[config.mk]
export PLATFORM = sky130hd
export DESIGN_NAME = bp_stall_window_profiler
export DESIGN_NICKNAME = d
export VERILOG_FILES = /design/src/rtl/bp_stall_window_profiler.sv
export SDC_FILE = /design/constraint.sdc
export NUM_CORES = 2
export LEC_CHECK = 0
export ABC_CLOCK_PERIOD_IN_PS = 8220
export BUFFER_PORTS_ARGS = -buffer_cell sky130_fd_sc_hd__buf_4
export CAP_MARGIN = 15
export CORE_UTILIZATION = 50
export DETAILED_ROUTE_END_ITERATION = 7
export PLACE_DENSITY = 0.63
export SLEW_MARGIN = 10
export SYNTH_ARGS = -nofsm -noshare
export SYNTH_HDL_FRONTEND = slang
export SYNTH_SLANG_ARGS = --single-unit
[constraint.sdc]
create_clock -name clk_i -period 8.22 [get_ports clk_i]
set_input_delay 1.644 -clock clk_i [delete_from_list [all_inputs] [get_ports clk_i]]
set_output_delay 1.644 -clock clk_i [all_outputs]
set_load 0.02 [all_outputs]
[src/rtl/bp_stall_window_profiler.sv]
// Stall-reason histogram profiler with sampling windows,
// snapshots, sticky saturation flags and a valid/ready read port.
module bp_stall_window_profiler #(
  parameter int num_reasons_p = 24,
  parameter int ctr_width_p = 32,
  parameter int window_width_p = 20,
  localparam int addr_width_lp = $clog2(num_reasons_p+2)
) (
  input  logic clk_i,
  input  logic reset_n_i,
  input  logic freeze_i,
  input  logic en_i,
  input  logic [num_reasons_p-1:0] reason_i,
  input  logic instret_i,
  input  logic [window_width_p-1:0] window_i,
  input  logic clear_i,
  input  logic snap_i,
  input  logic rd_v_i,
  input  logic [addr_width_lp-1:0] rd_addr_i,
  output logic rd_ready_o,
  output logic rd_v_o,
  output logic [ctr_width_p-1:0] rd_data_o,
  input  logic rd_yumi_i,
  output logic snap_done_o,
  output logic [num_reasons_p+1:0] ovf_o
);

  localparam int nc_lp = num_reasons_p + 2;
  localparam int cyc_lp = num_reasons_p;
  localparam int ins_lp = num_reasons_p + 1;
  localparam logic [ctr_width_p-1:0] max_lp = '1;

  logic [ctr_width_p-1:0] live_r [nc_lp];
  logic [ctr_width_p-1:0] snap_r [nc_lp];
  logic [ctr_width_p-1:0] nxt [nc_lp];
  logic [nc_lp-1:0] hit;
  logic [nc_lp-1:0] sat;
  logic [nc_lp-1:0] ovf_r;
  logic [window_width_p-1:0] win_r;
  logic [addr_width_lp-1:0] sel;
  logic [ctr_width_p-1:0] rd_mux;
  logic active;
  logic win_end;
  logic take;

  assign active = en_i & ~freeze_i;
  assign win_end = active & (window_i != '0)
    & (win_r >= window_i - window_width_p'(1));
  assign take = snap_i | win_end;
  assign ovf_o = ovf_r;
  assign rd_ready_o = ~rd_v_o;

  // Charge instret first, else the lowest set reason, else reason 0
  always_comb begin
    sel = '0;
    if (instret_i) begin
      sel = addr_width_lp'(ins_lp);
    end else begin
      for (int i = num_reasons_p-1; i >= 0; i--) begin
        if (reason_i[i]) sel = addr_width_lp'(i);
      end
    end
  end

  // Saturating next values including this cycle's increment
  always_comb begin
    hit = '0;
    sat = '0;
    for (int i = 0; i < nc_lp; i++) begin
      hit[i] = active & ((i == cyc_lp) | (sel == addr_width_lp'(i)));
      sat[i] = hit[i] & (live_r[i] == max_lp);
      nxt[i] = (hit[i] && !sat[i])
        ? live_r[i] + ctr_width_p'(1) : live_r[i];
    end
  end

  // Read mux over snapshot registers; unmapped addresses read 0
  always_comb begin
    rd_mux = '0;
    for (int i = 0; i < nc_lp; i++) begin
      if (rd_addr_i == addr_width_lp'(i)) rd_mux = snap_r[i];
    end
  end

  // Live counters, window counter and sticky overflow flags
  always_ff @(posedge clk_i or negedge reset_n_i) begin
    if (!reset_n_i) begin
      for (int i = 0; i < nc_lp; i++) live_r[i] <= '0;
      win_r <= '0;
      ovf_r <= '0;
    end else if (clear_i) begin
      for (int i = 0; i < nc_lp; i++) live_r[i] <= '0;
      win_r <= '0;
      ovf_r <= '0;
    end else begin
      for (int i = 0; i < nc_lp; i++) begin
        live_r[i] <= win_end ? '0 : nxt[i];
      end
      ovf_r <= ovf_r | sat;
      if (win_end || window_i == '0) win_r <= '0;
      else if (active) win_r <= win_r + window_width_p'(1);
    end
  end

  // Snapshot capture on manual request or window end
  always_ff @(posedge clk_i or negedge reset_n_i) begin
    if (!reset_n_i) begin
      for (int i = 0; i < nc_lp; i++) snap_r[i] <= '0;
      snap_done_o <= 1'b0;
    end else begin
      if (take) begin
        for (int i = 0; i < nc_lp; i++) snap_r[i] <= nxt[i];
      end
      snap_done_o <= take;
    end
  end

  // Single outstanding read; data held until consumed
  always_ff @(posedge clk_i or negedge reset_n_i) begin
    if (!reset_n_i) begin
      rd_v_o <= 1'b0;
      rd_data_o <= '0;
    end else if (rd_v_o) begin
      if (rd_yumi_i) rd_v_o <= 1'b0;
    end else if (rd_v_i) begin
      rd_v_o <= 1'b1;
      rd_data_o <= rd_mux;
    end
  end

endmodule

==> impl_metrics.json <==
{
  "setup-tns-final_ns": 0,
  "cts_inserted_buffers": 190,
  "hold_depth": 2,
  "synth_top_area_share_pct": 50.0,
  "critPathMaxFanout": 72,
  "regToRegStartpoint": "snap_r[455]$_DFFE_PN0P_",
  "path_cells": "buf_4 > or4_1 > nor3_1 > nand3_1 > or2_2 > nor4_1 > xnor2_1 > ha_1 > nand2_1 > nor2_1 > o211ai_1 > a211oi_1 > a21oi_4 > inv_8 > buf_12 > buf_12 > nor2_1 > a31oi_1",
  "setup_viol": 0,
  "clockBufferDepth": 3,
  "timing.fmax_mhz": 170,
  "place_inst": 11600,
  "hold_end": "snap_r[664]$_DFFE_PN0P_",
  "cts-root-buf": "clkbuf_16",
  "antenna_found_initial": 23,
  "synth_fa_ha_area_share_pct": 0.702,
  "final_cells": 11900,
  "final_hold_viol_count": 0,
  "area_growth_pct": 11.7,
  "synth_xor_area_share_pct": 3.84,
  "cts_sinks": 1744,
  "multi_input_area_um2": 41200,
  "end_kind": "flop",
  "synth_area_um2": 87300,
  "startpoint_type": "input port",
  "yosysSeqAreaShare_pct": 50.0,
  "cts.clk_slew.worst_paths_ns": 0.06,
  "drt_pre_antenna_iters": 7,
  "fillers": 15500,
  "die-area_um2": 176000,
  "yosysWarnings": 0,
  "synth_cells": 9564,
  "drt_iter0_markers": 9311,
  "ys.flop_type": "dfrtp_1",
  "vias": 79600,
  "hp-class": "reg2reg",
  "cts_max_level": 4,
  "fp.dieH_um": 420,
  "cts_resized": 0,
  "cts_setup_buffers": 0,
  "ir_worst_vdd_mv": 0.199,
  "grt_max_degree": 161,
  "required_ns": 8.99,
  "grt_use_total_pct": 37.7,
  "r2r_end": "rd_data_o[7]$_DFFE_PN0P_",
  "grt_pass1_wl_um": 495000,
  "postCtsHoldBufs": 0,
  "first_global_vias": 74400,
  "drv_cap": 0,
  "wl_per_cell_um": 28.2,
  "muxShareOfSynthArea_pct": 1.91,
  "ys_ff_latch": 1744,
  "nets": 9572,
  "insertion_delay_ns": 0.87,
  "crit_arrival_ns": 6.64,
  "start_util_pct": 50.6,
  "synthArstFlopShare_pct": 100,
  "status": "complete, no violations",
  "io_buffers": 118,
  "critPathMaxStageDelay_ns": 0.66,
  "p_leak_nw": 38.9,
  "clock_skew_ns": 0.0504,
  "fin_crit_ns": 5.87,
  "synth_compound_area_share_pct": 16.9,
  "final_common_cell": "dfrtp_1",
  "path_class": "in2reg",
  "grt_overflow": 0,
  "rsz0062_at_grt": "false",
  "final-seq-area_um2": 43600,
  "drc": 0,
  "drive_gt1_share_pct": 8.14,
  "synth_top_family_by_area": "simple AND/OR/NAND/NOR gates",
  "yosys.area_share.simple_pct": 23.5,
  "hp-start": "snap_r[664]$_DFFE_PN0P_",
  "fp.dieW_um": 420,
  "synth_cell_types": 85,
  "synthTopCellsByArea": "dfrtp_1 (50%), nor2_1 (6.3%), a21oi_1 (5.5%), a31oi_1 (3.4%), nand3_1 (2.5%)",
  "synth_largest_area_cell": "dfrtp_1",
  "ios": 119,
  "cp_slowest_cell": "a211oi_1",
  "final_cell_mix": "dfrtp_1 (1744), nor2_1 (1467), a21oi_1 (957), nand2_1 (515), a31oi_1 (468)",
  "final_util_pct": 56.5,
  "powerDensity_nw_per_um2": 204,
  "hpwl_um": 238000,
  "cts_tree": "built",
  "rows": 152,
  "syn-num-nets": 9671,
  "avgSynthCellArea_um2": 9.13,
  "routed_wl_um": 337000,
  "ff2ff_setup_slack_ns": 4.01,
  "max_slew_margin_pct": 10.1,
  "vias_per_cell": 6.67,
  "ant_nets": 0,
  "synth_edf_count": 0,
  "globalplace.congestion": 1.02,
  "post-route-period-util_pct": 71.4,
  "core-area_um2": 172000,
  "maxSlewViolCount": 0,
  "r2r_cells": 7,
  "worst_pin_slew_ns": 1.33
}
metrics by stage:
step / setup WS (ns) / hold slack, ns / cell area [um^2] / power (mW)
after floorplan: 2.73 / 0.445 / 87300 / 10.0
after global placement: 1.72 / 0.461 / 91000 / 11.1
after detailed placement: 1.58 / 0.471 / 91000 / 11.1
after CTS: 2.47 / 0.484 / 97500 / 20.0
after global routing: 2.01 / 0.514 / 97500 / 20.5
final: 2.35 / 0.483 / 97500 / 19.9
kinds of logic (layout without fill, tap and decap cells):
family,count (synthesis),count (layout)
AND/OR/NAND/NOR,4072,4072
adder cells (fa/ha/maj),49,49
other,0,9
AO/OA/AOI/OAI,2462,2462
multiplexers,137,137
flip-flops,1744,1744
XOR/XNOR,383,383
buffers and inverters,717,772
per-layer routing:
layer / up-vias / share of wire [%] / global-route usage [%]
met2: 3758 / 43 / 55.6
met5: - / 0.050 / 0
met1: 39700 / 40 / 50.6
li1: 35300 / - / -
met4: 20 / 7.3 / 23.4
met3: 841 / 9.0 / 8.17
area by class of cell:
cell class | count | area share, %
tap | 2310 | 2.96
clock buffer | 277 | 5.73
timing repair buffer | 327 | 3.04
antenna | 9 | 0.0231
inverter | 99 | 0.389
sequential | 1744 | 44.7
clock inverter | 69 | 0.880
multi-input combinational | 7103 | 42.2
sequential cells by signal (all words and copies together), names as in the netlist:
register and cells:
rd_data_o 32, snap_done_o 1, rd_v_o 1, ovf_o 26, win_r 20, snap_r 832
live_r 832
Yosys cell counts, drive strengths merged (157+ instances only):
cell type  count
xor2         170
a21oi        963
o31ai        174
nand4        326
o21ai        406
nor2        1473
and3         157
xnor2        213
dfrtp       1744
a31oi        468
nor3         184
or3          245
nand3        442
clkbuf       544
or4          196
nand2        517
nor4         202
where the power goes:
part	switching, mW	internal, mW	total, mW
logic	1.25	0.480	1.73
registers	0.352	8.90	9.25
clock network	3.74	5.21	8.95
total	5.34	14.6	19.9
worst max-delay path, delay by kind of cell:
kind            cells  cell delay [ns]
fa+ha+maj           1             0.28
compound gates      4             1.11
buf+inv             4             1.29
xor+xnor            1             0.11
simple gates        8             1.97
worst max path at each step:
stage,cells after the start,slack [ns],to,startpoint
floorplan,18,2.73,snap_r[294]$_DFFE_PN0P_,window_i[2]
global placement,18,1.72,snap_r[470]$_DFFE_PN0P_,window_i[2]
detailed placement,18,1.58,snap_r[460]$_DFFE_PN0P_,window_i[2]
CTS,18,2.47,snap_r[460]$_DFFE_PN0P_,window_i[2]
global route,18,2.01,snap_r[460]$_DFFE_PN0P_,window_i[2]
finish,18,2.35,snap_r[460]$_DFFE_PN0P_,window_i[2]
Note: power is estimated with default switching activity, not from simulation.
